**src/rtl/mips_mem_pkg.sv**
```systemverilog
// Shared types for the unified-memory port arbiter.
// Holds the arbiter FSM state encoding, the grant-owner encoding and the
// default data/address width.
package mips_mem_pkg;

  localparam int unsigned DEF_DATA_W = 32;

  typedef enum logic [1:0] {
    IDLE    = 2'd0,
    BUSY_IF = 2'd1,
    BUSY_D  = 2'd2
  } arb_state_e;

  typedef enum logic {
    GNT_IF = 1'b0,
    GNT_D  = 1'b1
  } gnt_owner_e;

endpackage

```
**src/rtl/mem_timeout_counter.sv**
```systemverilog
// Up-counter with synchronous clear, enable and a registered terminal-count flag.
// Ports:
//   clk, rst_n : clock, asynchronous active-low reset
//   clr_i      : force the count to 0 (wins over en_i)
//   en_i       : advance the count by one
//   tc_o       : high while the count equals TERMINAL-1
module mem_timeout_counter #(
  parameter int unsigned TERMINAL = 64,
  parameter int unsigned CNT_W    = (TERMINAL > 1) ? $clog2(TERMINAL) : 1
) (
  input  logic clk,
  input  logic rst_n,
  input  logic clr_i,
  input  logic en_i,
  output logic tc_o
);

  localparam logic [CNT_W-1:0] LAST = CNT_W'(TERMINAL - 1);

  logic [CNT_W-1:0] cnt_q, cnt_d;
  logic             tc_q;

  // Next count; clear has priority over enable.
  always_comb begin
    cnt_d = cnt_q;
    if (clr_i) begin
      cnt_d = '0;
    end else if (en_i) begin
      cnt_d = cnt_q + CNT_W'(1);
    end
  end

  // Flag is precomputed from the next count so it is registered yet aligned with cnt_q.
  always_ff @(posedge clk or negedge rst_n) begin
    if (!rst_n) begin
      cnt_q <= '0;
      tc_q  <= (LAST == '0);
    end else begin
      cnt_q <= cnt_d;
      tc_q  <= (cnt_d == LAST);
    end
  end

  assign tc_o = tc_q;

endmodule

```
**src/rtl/mem_port_arbiter.sv**
```systemverilog
// Arbitrates a single-ported unified memory between instruction fetch (IF)
// and data access (MEM). One transaction at a time; data has priority, with a
// starvation guard limiting consecutive data grants while a fetch waits.
// Ports:
//   clk, rst_n                        : clock, asynchronous active-low reset
//   if_req/if_addr -> if_ready/if_rdata : fetch handshake
//   d_req/d_we/d_addr/d_wdata -> d_ready/d_rdata : data handshake
//   m_en/m_we/m_addr/m_wdata, m_rdata/m_valid   : memory side
//   if_stall, d_stall                 : combinational pipeline stalls
//   bus_err                           : sticky timeout flag
module mem_port_arbiter
  import mips_mem_pkg::*;
#(
  parameter int unsigned DATA_W      = DEF_DATA_W,
  parameter int unsigned MAX_D_BURST = 4,
  parameter int unsigned TIMEOUT     = 64
) (
  input  logic              clk,
  input  logic              rst_n,
  input  logic              if_req,
  input  logic [DATA_W-1:0] if_addr,
  output logic [DATA_W-1:0] if_rdata,
  output logic              if_ready,
  input  logic              d_req,
  input  logic              d_we,
  input  logic [DATA_W-1:0] d_addr,
  input  logic [DATA_W-1:0] d_wdata,
  output logic [DATA_W-1:0] d_rdata,
  output logic              d_ready,
  output logic              m_en,
  output logic              m_we,
  output logic [DATA_W-1:0] m_addr,
  output logic [DATA_W-1:0] m_wdata,
  input  logic [DATA_W-1:0] m_rdata,
  input  logic              m_valid,
  output logic              if_stall,
  output logic              d_stall,
  output logic              bus_err
);

  localparam int unsigned BURST_W = $clog2(MAX_D_BURST + 1);
  localparam logic [BURST_W-1:0] BURST_MAX = BURST_W'(MAX_D_BURST);

  arb_state_e         state_q;
  logic [BURST_W-1:0] burst_cnt_q, burst_cnt_d;
  logic               m_en_q, m_we_q;
  logic [DATA_W-1:0]  m_addr_q, m_wdata_q;
  logic [DATA_W-1:0]  if_rdata_q, d_rdata_q;
  logic               if_ready_q, d_ready_q, bus_err_q;

  logic               gnt_valid;
  gnt_owner_e         gnt_owner;
  logic               busy;
  logic               tmo_tc;

  assign busy = (state_q != IDLE);

  // Timeout counter: held at zero in IDLE, counts every BUSY cycle.
  mem_timeout_counter #(
    .TERMINAL (TIMEOUT)
  ) u_tmo (
    .clk   (clk),
    .rst_n (rst_n),
    .clr_i (~busy),
    .en_i  (busy),
    .tc_o  (tmo_tc)
  );

  // Arbitration. The IDLE cycle carrying a ready pulse is a bubble: the
  // requester still holds req for the finished transaction, so no grant is made.
  always_comb begin
    gnt_valid   = 1'b0;
    gnt_owner   = GNT_IF;
    burst_cnt_d = burst_cnt_q;
    if ((state_q == IDLE) && !if_ready_q && !d_ready_q) begin
      if (d_req && !(if_req && (burst_cnt_q == BURST_MAX))) begin
        gnt_valid = 1'b1;
        gnt_owner = GNT_D;
        if (if_req) begin
          if (burst_cnt_q != BURST_MAX) begin
            burst_cnt_d = burst_cnt_q + BURST_W'(1);
          end
        end else begin
          burst_cnt_d = '0;
        end
      end else if (if_req) begin
        gnt_valid   = 1'b1;
        gnt_owner   = GNT_IF;
        burst_cnt_d = '0;
      end
    end
  end

  // Transaction FSM with registered memory strobes and completion pulses.
  always_ff @(posedge clk or negedge rst_n) begin
    if (!rst_n) begin
      state_q     <= IDLE;
      burst_cnt_q <= '0;
      m_en_q      <= 1'b0;
      m_we_q      <= 1'b0;
      m_addr_q    <= '0;
      m_wdata_q   <= '0;
      if_rdata_q  <= '0;
      d_rdata_q   <= '0;
      if_ready_q  <= 1'b0;
      d_ready_q   <= 1'b0;
      bus_err_q   <= 1'b0;
    end else begin
      m_en_q      <= 1'b0;
      if_ready_q  <= 1'b0;
      d_ready_q   <= 1'b0;
      burst_cnt_q <= burst_cnt_d;
      case (state_q)
        IDLE: begin
          if (gnt_valid) begin
            m_en_q <= 1'b1;
            if (gnt_owner == GNT_D) begin
              state_q   <= BUSY_D;
              m_we_q    <= d_we;
              m_addr_q  <= d_addr;
              m_wdata_q <= d_wdata;
            end else begin
              state_q   <= BUSY_IF;
              m_we_q    <= 1'b0;
              m_addr_q  <= if_addr;
              m_wdata_q <= '0;
            end
          end
        end
        BUSY_IF: begin
          // m_valid wins over a coincident timeout.
          if (m_valid || tmo_tc) begin
            state_q    <= IDLE;
            if_ready_q <= 1'b1;
            if_rdata_q <= m_valid ? m_rdata : '0;
            if (!m_valid) begin
              bus_err_q <= 1'b1;
            end
          end
        end
        BUSY_D: begin
          if (m_valid || tmo_tc) begin
            state_q   <= IDLE;
            d_ready_q <= 1'b1;
            d_rdata_q <= (m_valid && !m_we_q) ? m_rdata : '0;
            if (!m_valid) begin
              bus_err_q <= 1'b1;
            end
          end
        end
        default: state_q <= IDLE;
      endcase
    end
  end

  assign m_en     = m_en_q;
  assign m_we     = m_we_q;
  assign m_addr   = m_addr_q;
  assign m_wdata  = m_wdata_q;
  assign if_rdata = if_rdata_q;
  assign if_ready = if_ready_q;
  assign d_rdata  = d_rdata_q;
  assign d_ready  = d_ready_q;
  assign bus_err  = bus_err_q;

  assign if_stall = if_req & ~if_ready_q;
  assign d_stall  = d_req & ~d_ready_q;

endmodule

```
**config.mk**
```make
export PLATFORM = sky130hd
export DESIGN_NAME = mem_port_arbiter
export DESIGN_NICKNAME = d
export VERILOG_FILES = /design/src/rtl/mips_mem_pkg.sv /design/src/rtl/mem_timeout_counter.sv /design/src/rtl/mem_port_arbiter.sv
export SDC_FILE = /design/constraint.sdc
export NUM_CORES = 1
export LEC_CHECK = 0
export ABC_CLOCK_PERIOD_IN_PS = 2000
export BUFFER_PORTS_ARGS = -buffer_cell sky130_fd_sc_hd__buf_2
export CORE_UTILIZATION = 46
export DETAILED_ROUTE_END_ITERATION = 6
export PLACE_DENSITY_LB_ADDON = 0.1
export SYNTH_ARGS = -nofsm -noshare
export SYNTH_HDL_FRONTEND = slang
export SYNTH_SLANG_ARGS = --single-unit
```
**constraint.sdc**
```tcl
create_clock -name clk -period 2 [get_ports clk]
set_input_delay 0.1 -clock clk [delete_from_list [all_inputs] [get_ports clk]]
set_output_delay 0.1 -clock clk [all_outputs]
set_load 0.01 [all_outputs]
```
After elaboration in Yosys (flattened, before gate mapping):

Cells that the tools add are included.

* add/subtract/negate cells: 2
* equal/unequal tests: 8
* muxes and demuxes: 24
* bitwise operators: 5
* reductions and logical operators: 20

Operators with widths (number)
* $mux W32: 4
* $mux W3: 4
* $mux W1: 11
* $reduce_and A2 Y1: 4
* $add A6 B1 Y6 const B: 1
* $eq A6 B6 Y1 const B: 1
* $mux W2: 3
* $mux W6: 1
* $reduce_and A3 Y1: 2
* $logic_and A1 B1 Y1: 5
* $logic_not A1 Y1: 4
* $pmux W2 S2: 1
* $reduce_bool A2 Y1: 2
* $add A3 B1 Y3 const B: 1
* $eq A3 B3 Y1 const B: 1
* $ne A3 B2 Y1 const B: 1
* $ne A3 B3 Y1 const B: 1
* $not A1 Y1: 3
* $and A1 B1 Y1: 2
* $eq A2 B1 Y1 const B: 1
* $eq A2 B2 Y1 const B: 1
* $logic_not A2 Y1: 1
* $ne A2 B1 Y1 const B: 1
* $ne A2 B2 Y1 const B: 1
* other kinds (2): 2

* flip-flop bits (word level): 145
* output and inout bits: 135

Logic depth before layout (Yosys ltp):

Gate-level depths: netlist (run 1).

* word-level depth: 9
* mapped depth: 9

Cells and area by module:

A second synthesis (run 1) with hierarchy kept.

* cell total of the unflattened synthesis: 507
* area total of the unflattened synthesis: 5703.0 um2

By module, submodules not included
* mem_port_arbiter: instances 1, cells an instance 476, area an instance 5365.1 um2
* mem_timeout_counter: instances 1, cells an instance 31, area an instance 337.8 um2

Least setup slack after synthesis (run 1):

OpenSTA, ideal clock, no wires.

* path kind: flip-flop to flip-flop
* from: register state_q[0]
* to: register m_wdata_q[0], in the netlist m_wdata[0]
* arrival time: 1.418 ns
* setup slack: 0.461 ns
* stages on the path, launching flop included: 9
* path buffers: 4
* cell sequence: dfrtp_1 inv_1 ha_1 buf_2 and4_4 buf_6 buf_6 buf_6 a22o_1

* cells in the longest elaborated chain, start to end: 5
* elaborated cells between the ends (all ways): 7

RTL lines
* start, declared: RTL line mem_port_arbiter.sv:44 `arb_state_e state_q;`
* start signal, assigned: RTL line mem_port_arbiter.sv:97 `state_q <= IDLE;`
* start signal, assigned: RTL line mem_port_arbiter.sv:118 `state_q <= BUSY_D;`
* start signal, assigned: RTL line mem_port_arbiter.sv:123 `state_q <= BUSY_IF;`
* $logic_not A2 Y1 (*): RTL line mem_port_arbiter.sv:75, mem_port_arbiter.sv:113
* $logic_and A1 B1 Y1 (2 in series): RTL line mem_port_arbiter.sv:75 `if ((state_q == IDLE) && !if_ready_q && !d_ready_q) begin`
* $mux W1: RTL line mem_port_arbiter.sv:75
* $mux W32 or $reduce_and A2 Y1 (tied branches)
* end signal, assigned: RTL line mem_port_arbiter.sv:121 `m_wdata_q <= d_wdata;`
* end, declared: RTL line mem_port_arbiter.sv:47 `logic [DATA_W-1:0] m_addr_q, m_wdata_q;`

Every way passes the cells marked *; elsewhere a longest branch is shown, timed or not.
A chain may end at the register's enable or synchronous reset.

Final worst setup path (run 1):

* from: register burst_cnt_q[0]
* to: register m_addr_q[16], in the netlist m_addr[16]

* cells in the longest elaborated chain, start to end: 7
* elaborated cells between the ends (all ways): 10

RTL lines
* start, declared: RTL line mem_port_arbiter.sv:45 `logic [BURST_W-1:0] burst_cnt_q, burst_cnt_d;`
* start signal, assigned: RTL line mem_port_arbiter.sv:112 `burst_cnt_q <= burst_cnt_d;`
* $eq A3 B3 Y1 (*): RTL line mem_port_arbiter.sv:76 `if (d_req && !(if_req && (burst_cnt_q == BURST_MAX))) begin`
* $logic_and A1 B1 Y1 (*): RTL line mem_port_arbiter.sv:76
* $logic_not A1 Y1 (*): RTL line mem_port_arbiter.sv:76
* $logic_and A1 B1 Y1 (*): RTL line mem_port_arbiter.sv:76
* $mux W1: RTL line mem_port_arbiter.sv:76
* $mux W1: RTL line mem_port_arbiter.sv:75
* $mux W32 or $reduce_and A2 Y1 (tied branches)
* end signal, assigned: RTL line mem_port_arbiter.sv:120 `m_addr_q <= d_addr;`
* end signal, assigned: RTL line mem_port_arbiter.sv:125 `m_addr_q <= if_addr;`
* end, declared: RTL line mem_port_arbiter.sv:47

Marked as above.

==> results.yml, run 1 <==
status:
  status: "finished clean"
sta:
  drv_slew: 0
  fin_hold_ws_ns: 0.00729
  tightest_slew_ns: 0.668
  slew_headroom_pct: 55.3
  fin_crit_sh_pct: 86.7
  max_freq_mhz: 577
  layout_min_cycle_time_ns: 1.73
  fin_setup_tns_ns: 0
  rsz0062_at_grt: "false"
  finalSetupViolCount: 0
  hold_viol: 0
  final.setup_skew_ns: 0.00609
placement:
  dp_cells: 886
  port_buffers: 268
  place_area_sq_um: 7140
  gp_congestion: 0.816
  dpl.hpwl_mm: 10.1
die:
  die_w_um: 113
  rows: 40
  core_area_sq_um: 12000
  initial_utilization_pct: 47.2
  die_area_sq_um: 12700
  ios: 269
  die_h_um: 113
clocking:
  clk_latency_ns: 0.41
  cts_buffers: 17
  clkTransAtPathRegs_ns: 0.06
  cts_tree: "built"
  clock_path_buffers: 2
  cts_max_level: 4
  cts.sinks: 145
  root_buffer: "clkbuf_16"
  cts_setup_buffers: 0
critical_path:
  crit_required_ns: 2.32
  start_kind: "flop"
  criticalPathCategory: "flop to flop"
  crit_slowest_cell: "dfrtp_1"
  path_max_fanout: 69
  slowest_delay_ns: 0.36
  arrival_ns: 2.05
  r2r-start: "burst_cnt_q[0]"
  r2r_slack_ns: 0.27
  startpoint: "burst_cnt_q[0]"
  reg2regPathDepth: 7
  r2r_end: "m_addr[16]"
  crit_path_end: "m_addr[16]"
  crit_chain: "inv_1, ha_1, nand3_2, and4_4, buf_12, o22ai_1, o21ai_0"
  setup.worst_path.end_class: "flop"
synthesis:
  syn_nets: 639
  synth-seq-cells: 145
  synth_cells: 499
  synth.distinct_cells: 29
  seq_area_frac_synth_pct: 64.3
  yosysWarningCount: 0
  yosysTopAreaCell: "dfrtp_1"
  synthTopCellsByArea: "dfrtp_1 (64%), a22o_1 (10%), nand2_1 (6.6%)"
  synth_top_cell_area_share_pct: 64.3
  syn_area_per_cell_sq_um: 11.3
  syn_area_sq_um: 5640
detailed_routing:
  drtAntennaViolNets: 0
  vias: 5295
  drt_iter0_markers: 283
  avgViaCountPerCell: 5.17
  drc: 0
  drt_wl_total_mm: 16.7
  dr.pass1.iters: 4
  wl_per_cell_um: 16.3
global_route:
  globalRoute.totalOverflow: 0
  grtUsageTotal_pct: 27.5
  grt_max_degree: 101
  first_global_vias: 5470
  antenna_found_initial: 0
  grt_pass1_wl_mm: 27.0
pwr:
  powerDensity_nw_per_um2: 1420
  leakage_nw: 4.56
  ir_worst_vdd_mv: 0.683
  finalPower_mw: 12.5
finish:
  final_layout_size_suffix_gt1_share_pct: 36.0
  antennaDiodeCount: 0
  synthToLayoutAreaGrowth_pct: 55.9
  instances_no_fill: 1025
  final_cell_mix: "buf_2 (267), dfrtp_1 (145), dlygate4sd3_1 (107), nand2_1 (99), o21ai_0 (68)"
  final_area_sq_um: 8800
  fillers: 824
  layout.nets: 1005
  final_common_cell: "buf_2"
min_path:
  hp-start: "if_addr[5]"
  hp-class: "primary input to flop"
flow_run:
  drv_cap: 0
==> cells by family (layout without fill, tap and decap cells) <==
logic type / after synthesis / count (layout) / synth area share, %
buffers and inverters: 48 / 427 / 3.95
XOR/XNOR: 4 / 4 / 0.621
AND/OR/NAND/NOR: 123 / 123 / 9.03
AO/OA/AOI/OAI: 172 / 172 / 20.5
adder cells (fa/ha/maj): 6 / 6 / 1.33
flip-flops: 145 / 145 / 64.3
multiplexers: 1 / 1 / 0.200
==> repair_timing <==
action / 4_1_cts / 5_1_grt
setup endpoints to repair: 0 / 0
gates resized for setup: 0 / 0
hold buffers: 107 / 0
endpoints found under the hold margin: 177 / 0
==> how the worst min path moves through the flow <==
stage,endpoint,slack [ns],depth (start not counted)
after floorplan,burst_cnt_q[0],-0.20,0
after global placement,m_wdata[18],0.1,1
after detailed placement,m_wdata[3],0.10,1
after CTS,m_addr[17],0.0008,3
after global routing,m_addr[3],0.009,3
final,m_addr[5],0.007,3
==> state kept, by name, summed over array words and instances, names as in the netlist, 2 cells and up <==
register	count
m_wdata	32
burst_cnt_q	3
u_tmo.cnt_q	6
d_rdata	32
state_q	2
m_addr	32
if_rdata	32
==> through the flow <==
step	util [%]	setup slack [ns]
5_1_grt	73.5	0.150
3_3_place_gp	59.7	0.401
3_5_place_dp	59.7	0.305
4_1_cts	73.5	0.284
2_1_floorplan	-	0.461
6_report	73.5	0.266
==> worst max-delay path, delay by kind of cell (launching register included) <==
kind,cells,cell delay (ns)
buf+inv,2,0.37
flops,1,0.36
compound gates,2,0.36
simple gates,2,0.32
fa+ha+maj,1,0.23
==> synthesized netlist by cell type, drive strengths merged <==
library cell    n
nand2          99
o21ai          70
xnor2           2
nor2b           3
nor3            2
a31o            1
nand3           6
a22o           65
dfrtp         145
and2            1
inv             8
xor2            2
a21o            2
nor2            8
ha              6
nor3b           1
and4b           1
clkbuf         18
o22ai          32
mux2            1
buf            22
o31ai           1
and3b           1
o211ai          1
and4            1
==> where the power goes <==
| group | total (mW) | switching [mW] | internal, mW |
|---|---|---|---|
| sequential | 4.76 | 0.652 | 4.11 |
| clock | 3.15 | 1.17 | 1.98 |
| combinational | 4.57 | 2.54 | 2.03 |
| total | 12.5 | 4.36 | 8.12 |
==> final cells by class <==
class	instances	area, sq um	share of cell area [%]
well taps	147	184	2.09
clock buffers	21	450	5.12
flip-flops and latches	145	3630	41.3
repair buffers	387	2560	29.1
clock inverters	11	138	1.56
inverters	8	30.0	0.341
multi-input cells	306	1810	20.5
==> layer usage <==
layer  GRT usage, %  vias to the layer above  share of wire [%]
met5              0                        -                  0
met4           11.5                        0                2.2
met3           7.23                       30                7.0
met2           47.3                      218                 50
met1           32.8                     2546                 41
li1               -                     2501                  -
(Power assumes the default switching activity.)
==> run 2, diff against run 1 <==
- SETUP_SLACK_MARGIN: default -> 0.5
==> results.yml, run 2 (synthesis results as in run 1) <==
status:
  status: "finished, violations left"
  violations: "hold timing"
critical_path:
  r2r_end: "m_addr[30]"
  criticalPathCategory: "flop to flop"
  reg2regPathDepth: 6
  arrival_ns: 1.87
  crit_required_ns: 2.31
  r2r_slack_ns: 0.44
  path_max_fanout: 24
  start_kind: "flop"
  setup.worst_path.end_class: "flop"
  r2r-start: "state_q[1]"
detailed_routing:
  wl_per_cell_um: 17.0
  drt_wl_total_mm: 17.5
  avgViaCountPerCell: 5.25
  drt_iter0_markers: 358
  drtAntennaViolNets: 0
  vias: 5422
  drc: 0
  dr.pass1.iters: 4
global_route:
  grt_max_degree: 65
  antenna_found_initial: 0
  grt_pass1_wl_mm: 26.9
  grtUsageTotal_pct: 27.3
  globalRoute.totalOverflow: 0
  first_global_vias: 5393
finish:
  seqCellArea_sq_um: 3630
  final_common_cell: "buf_2"
  final_layout_size_suffix_gt1_share_pct: 38.6
  fillers: 770
  antennaDiodeCount: 0
  multi_input_area_sq_um: 1870
  synthToLayoutAreaGrowth_pct: 60.2
  final_cell_mix: "buf_2 (267), dfrtp_1 (145), nand2_1 (99), dlygate4sd3_1 (99), a22o_1 (65)"
  layout.nets: 1012
sta:
  drv_slew: 0
  rsz0062_at_grt: "true"
  fin_setup_tns_ns: 0
  fin_hold_ws_ns: -0.00997
  fin_crit_sh_pct: 77.9
  hold_viol: 4
  layout_min_cycle_time_ns: 1.56
  final.setup_skew_ns: 0.00666
  finalSetupViolCount: 0
  worst_slack_ns: 0.441
  slew_headroom_pct: 56.3
  tightest_slew_ns: 0.656
  max_freq_mhz: 641
placement:
  post-place-ws_ns: 0.307
  dpl.hpwl_mm: 10.2
  port_buffers: 268
  gp_congestion: 0.799
clocking:
  cts_buffers: 17
  clock_path_buffers: 2
  cts.sinks: 145
  root_buffer: "clkbuf_16"
  cts_tree: "built"
  clkTransAtPathRegs_ns: 0.06
  cts_max_level: 4
  clk_latency_ns: 0.41
min_path:
  hp-start: "if_addr[19]"
  hp-class: "primary input to flop"
  min_path_cells: 3
  holdPathEnd: "m_addr[19]"
die:
  rows: 40
  initial_utilization_pct: 47.2
  ios: 269
  die_w_um: 113
  die_area_sq_um: 12700
  core_area_sq_um: 12000
  die_h_um: 113
pwr:
  ir_worst_vdd_mv: 0.781
  leakage_nw: 4.67
  powerDensity_nw_per_um2: 1450
flow_run:
  drv_cap: 0
run 2: worst max-delay path by stage:
stage                         startpoint         end  slack, ns  depth (start not counted)
after floorplan               state_q[0]  m_wdata[0]       0.50                          8
after global placement        state_q[0]  state_q[0]       0.40                          6
after detailed placement      state_q[0]  m_addr[22]       0.31                          6
after CTS                 burst_cnt_q[0]  m_addr[22]       0.46                          7
after global routing          state_q[1]  m_addr[30]       0.37                          6
final                         state_q[1]  m_addr[30]       0.44                          6
run 2: worst max-delay path, cell delays in order, from the launching register on:
cell and delay, ns:
dfrtp_1 0.41, inv_2 0.10, ha_4 0.16, and4_4 0.29, buf_12 0.18, o22ai_1 0.10
o21ai_0 0.21
run 2: metal layers:
metal  wire (um)  vias to the layer above  GRT usage, %
met2        8740                      272          46.3
met4         594                        0          13.4
met5           0                        -             0
met3        1260                       52          6.70
met1        6920                     2579          32.6
li1            -                     2519             -
run 2: report_power, final:
part | internal, mW | switching (mW) | total [mW]
Combinational | 2.49 | 2.72 | 5.20
Clock | 2.02 | 1.18 | 3.20
Sequential | 4.11 | 0.637 | 4.74
Total | 8.61 | 4.53 | 13.1
run 2: area by class of cell:
cell class / instances / share of cell area [%]
clock buffers: 22 / 5.14
multi-input cells: 307 / 20.6
well taps: 147 / 2.04
flip-flops and latches: 145 / 40.1
clock inverters: 10 / 1.48
repair buffers: 393 / 30.2
inverters: 8 / 0.332
run 2: repair_timing:
action                                  4_1_cts  5_1_grt
hold buffers                                 99        0
hold endpoints to repair                    269        0
pin swaps                                     3        3
setup buffers                                 2        7
cloned                                        3        3
endpoints found under the setup margin       95       97
gates resized for setup                      12       21
run 2: stage by stage:
step	cells	cell area, sq um	util (%)	power [mW]
global route	1032	9040	75.6	13.9
global placement	886	7150	59.8	9.00
detailed placement	886	7150	59.8	9.16
CTS	1022	8870	74.1	12.8
finish	1032	9040	75.6	13.1
floorplan	499	5650	-	7.26
==> run 3, diff against run 2 <==
- ABC_CLOCK_PERIOD_IN_PS: 2000 -> 1200
- CORE_UTILIZATION: 46 -> 42
- clock period: 2 -> 1.2 ns (I/O delays scaled with it)
==> results.yml, run 3 (synthesis results as in run 1) <==
die:
  core_area_sq_um: 12900
  rows: 41
  initial_utilization_pct: 43.8
  die_area_sq_um: 13900
  ios: 269
  die_h_um: 118
  die_w_um: 118
sta:
  finalSetupViolCount: 145
  slew_headroom_pct: 42.5
  layout_min_cycle_time_ns: 2.22
  tightest_slew_ns: 0.863
  max_freq_mhz: 451
  drv_slew: 0
  worst_slack_ns: -1.02
  final.setup_skew_ns: 0.0109
  fin_crit_sh_pct: 185
  rsz0062_at_grt: "true"
  hold_viol: 0
critical_path:
  arrival_ns: 2.49
  slowest_delay_ns: 0.68
  criticalPathCategory: "flop to flop"
  setup.worst_path.end_class: "flop"
  crit_required_ns: 1.48
  start_kind: "flop"
  path_max_fanout: 18
  crit_chain: "inv_2, ha_4, nand3_4, and4_4, buf_12, o22ai_1, o21ai_1"
  crit_slowest_cell: "o22ai_1"
detailed_routing:
  vias: 8310
  drt_iter0_markers: 1431
  drtAntennaViolNets: 0
  avgViaCountPerCell: 6.57
  drc: 0
  dr.pass1.iters: 7
  wl_per_cell_um: 31.3
  drt_wl_total_mm: 39.6
global_route:
  antenna_found_initial: 3
  globalRoute.totalOverflow: 0
  grt_pass1_wl_mm: 38.3
  first_global_vias: 7060
  grtUsageTotal_pct: 36.1
  grt_max_degree: 56
placement:
  port_buffers: 268
  gp_congestion: 0.795
  dp_cells: 935
  dpl.hpwl_mm: 10.8
finish:
  instances_no_fill: 1265
  final_cell_mix: "buf_2 (218), dfrtp_1 (145), buf_4 (134), dlygate4sd3_1 (130), buf_6 (72)"
  layout.nets: 1216
  fillers: 287
  synthToLayoutAreaGrowth_pct: 118
  final_layout_size_suffix_gt1_share_pct: 57.1
  post-route-util_pct: 95.6
  final_common_cell: "buf_2"
clocking:
  cts.sinks: 145
  clkTransAtPathRegs_ns: 0.07
  clk_latency_ns: 0.45
  cts_buffers: 17
  root_buffer: "clkbuf_16"
  cts_tree: "built"
  cts_max_level: 4
  clock_path_buffers: 2
status:
  status: "finished, violations left"
  violations: "setup timing"
pwr:
  leakage_nw: 6.14
  powerDensity_nw_per_um2: 2610
  ir_worst_vdd_mv: 1.66
min_path:
  hp-class: "primary input to async pin"
flow_run:
  drv_cap: 0
## run 3: changes by cell type in the layout (fill, tap and decap cells not counted), moves of 8 or more
cell / change
nand2_1: -30
buf_16: +18
o22ai_1: -15
o21ai_0: -57
dlygate4sd3_1: +31
o22ai_2: +8
buf_12: +13
buf_6: +69
buf_4: +122
o21ai_1: +15
nand2_4: +25
buf_2: -49
o21ai_2: +36
## run 3: final timing paths
path	startpoint	cells past startpoint	end	slack [ns]
setup / recovery	burst_cnt_q[1]	7	m_addr[22]	-1.02
hold / removal	rst_n	2	m_addr[17]	0.03
setup reg to reg	burst_cnt_q[1]	7	m_addr[22]	-1.02
hold reg to reg	d_rdata[4]	2	d_rdata[4]	0.51
max in group asynchronous	rst_n	3	m_addr[7]	0.57
min in group clk	if_req	3	burst_cnt_q[2]	0.13
## run 3: what timing repair did
action / 4_1_cts / 5_1_grt
resized for setup: 157 / 157
hold endpoints to repair: 275 / 0
setup endpoints to repair: 280 / 280
hold buffers: 130 / 0
gates cloned: 22 / 5
pin swaps: 39 / 60
setup buffers: 61 / 76
## run 3: layout make-up
| cell class | count | area [sq um] | area share, % |
|---|---|---|---|
| repair buffers | 598 | 5250 | 42.7 |
| flip-flops and latches | 145 | 3630 | 29.5 |
| multi-input cells | 306 | 2570 | 20.9 |
| clock buffers | 21 | 470 | 3.82 |
| well taps | 172 | 215 | 1.75 |
| clock inverters | 11 | 130 | 1.06 |
| inverters | 8 | 32.5 | 0.264 |
| diodes | 4 | 10.0 | 0.0813 |
## run 3: worst max-delay path: cells and delay by family, from the launching register on
family | cells | cell delay (ns)
AOI/OAI and AO/OA | 2 | 0.91
DFF | 1 | 0.42
and+or+nand+nor | 2 | 0.29
buffers and inverters | 2 | 0.26
adders and majority gates | 1 | 0.16
## run 3: layer usage
layer | GRT usage, % | vias up | share of wire [%] | wire (um)
met2 | 60.2 | 1053 | 44 | 17600
met5 | 0 | - | 0.15 | 59
li1 | - | 2945 | - | -
met1 | 40.8 | 3864 | 30 | 11900
met4 | 23.6 | 4 | 12 | 4700
met3 | 9.30 | 444 | 13 | 5340
## run 3: metrics by stage
step	instance area [sq um]	power (mW)	hold slack [ns]	setup WS, ns	TNS [ns]
after floorplan	5880	12.7	-0.236	-0.264	-18.03
after global placement	7530	15.7	-0.0820	-0.344	-23.20
after detailed placement	7530	15.9	-0.0808	-0.382	-27.17
after CTS	10900	25.1	-0.0139	-0.274	-28.37
after global routing	12300	32.8	0.0379	-0.971	-59.63
final	12300	32.1	0.0311	-1.02	-58.59
## run 3: where the power goes
| group | internal [mW] | switching [mW] |
|---|---|---|
| sequential | 6.84 | 1.77 |
| clock | 3.24 | 2.49 |
| combinational | 8.99 | 8.73 |
| total | 19.1 | 13.0 |
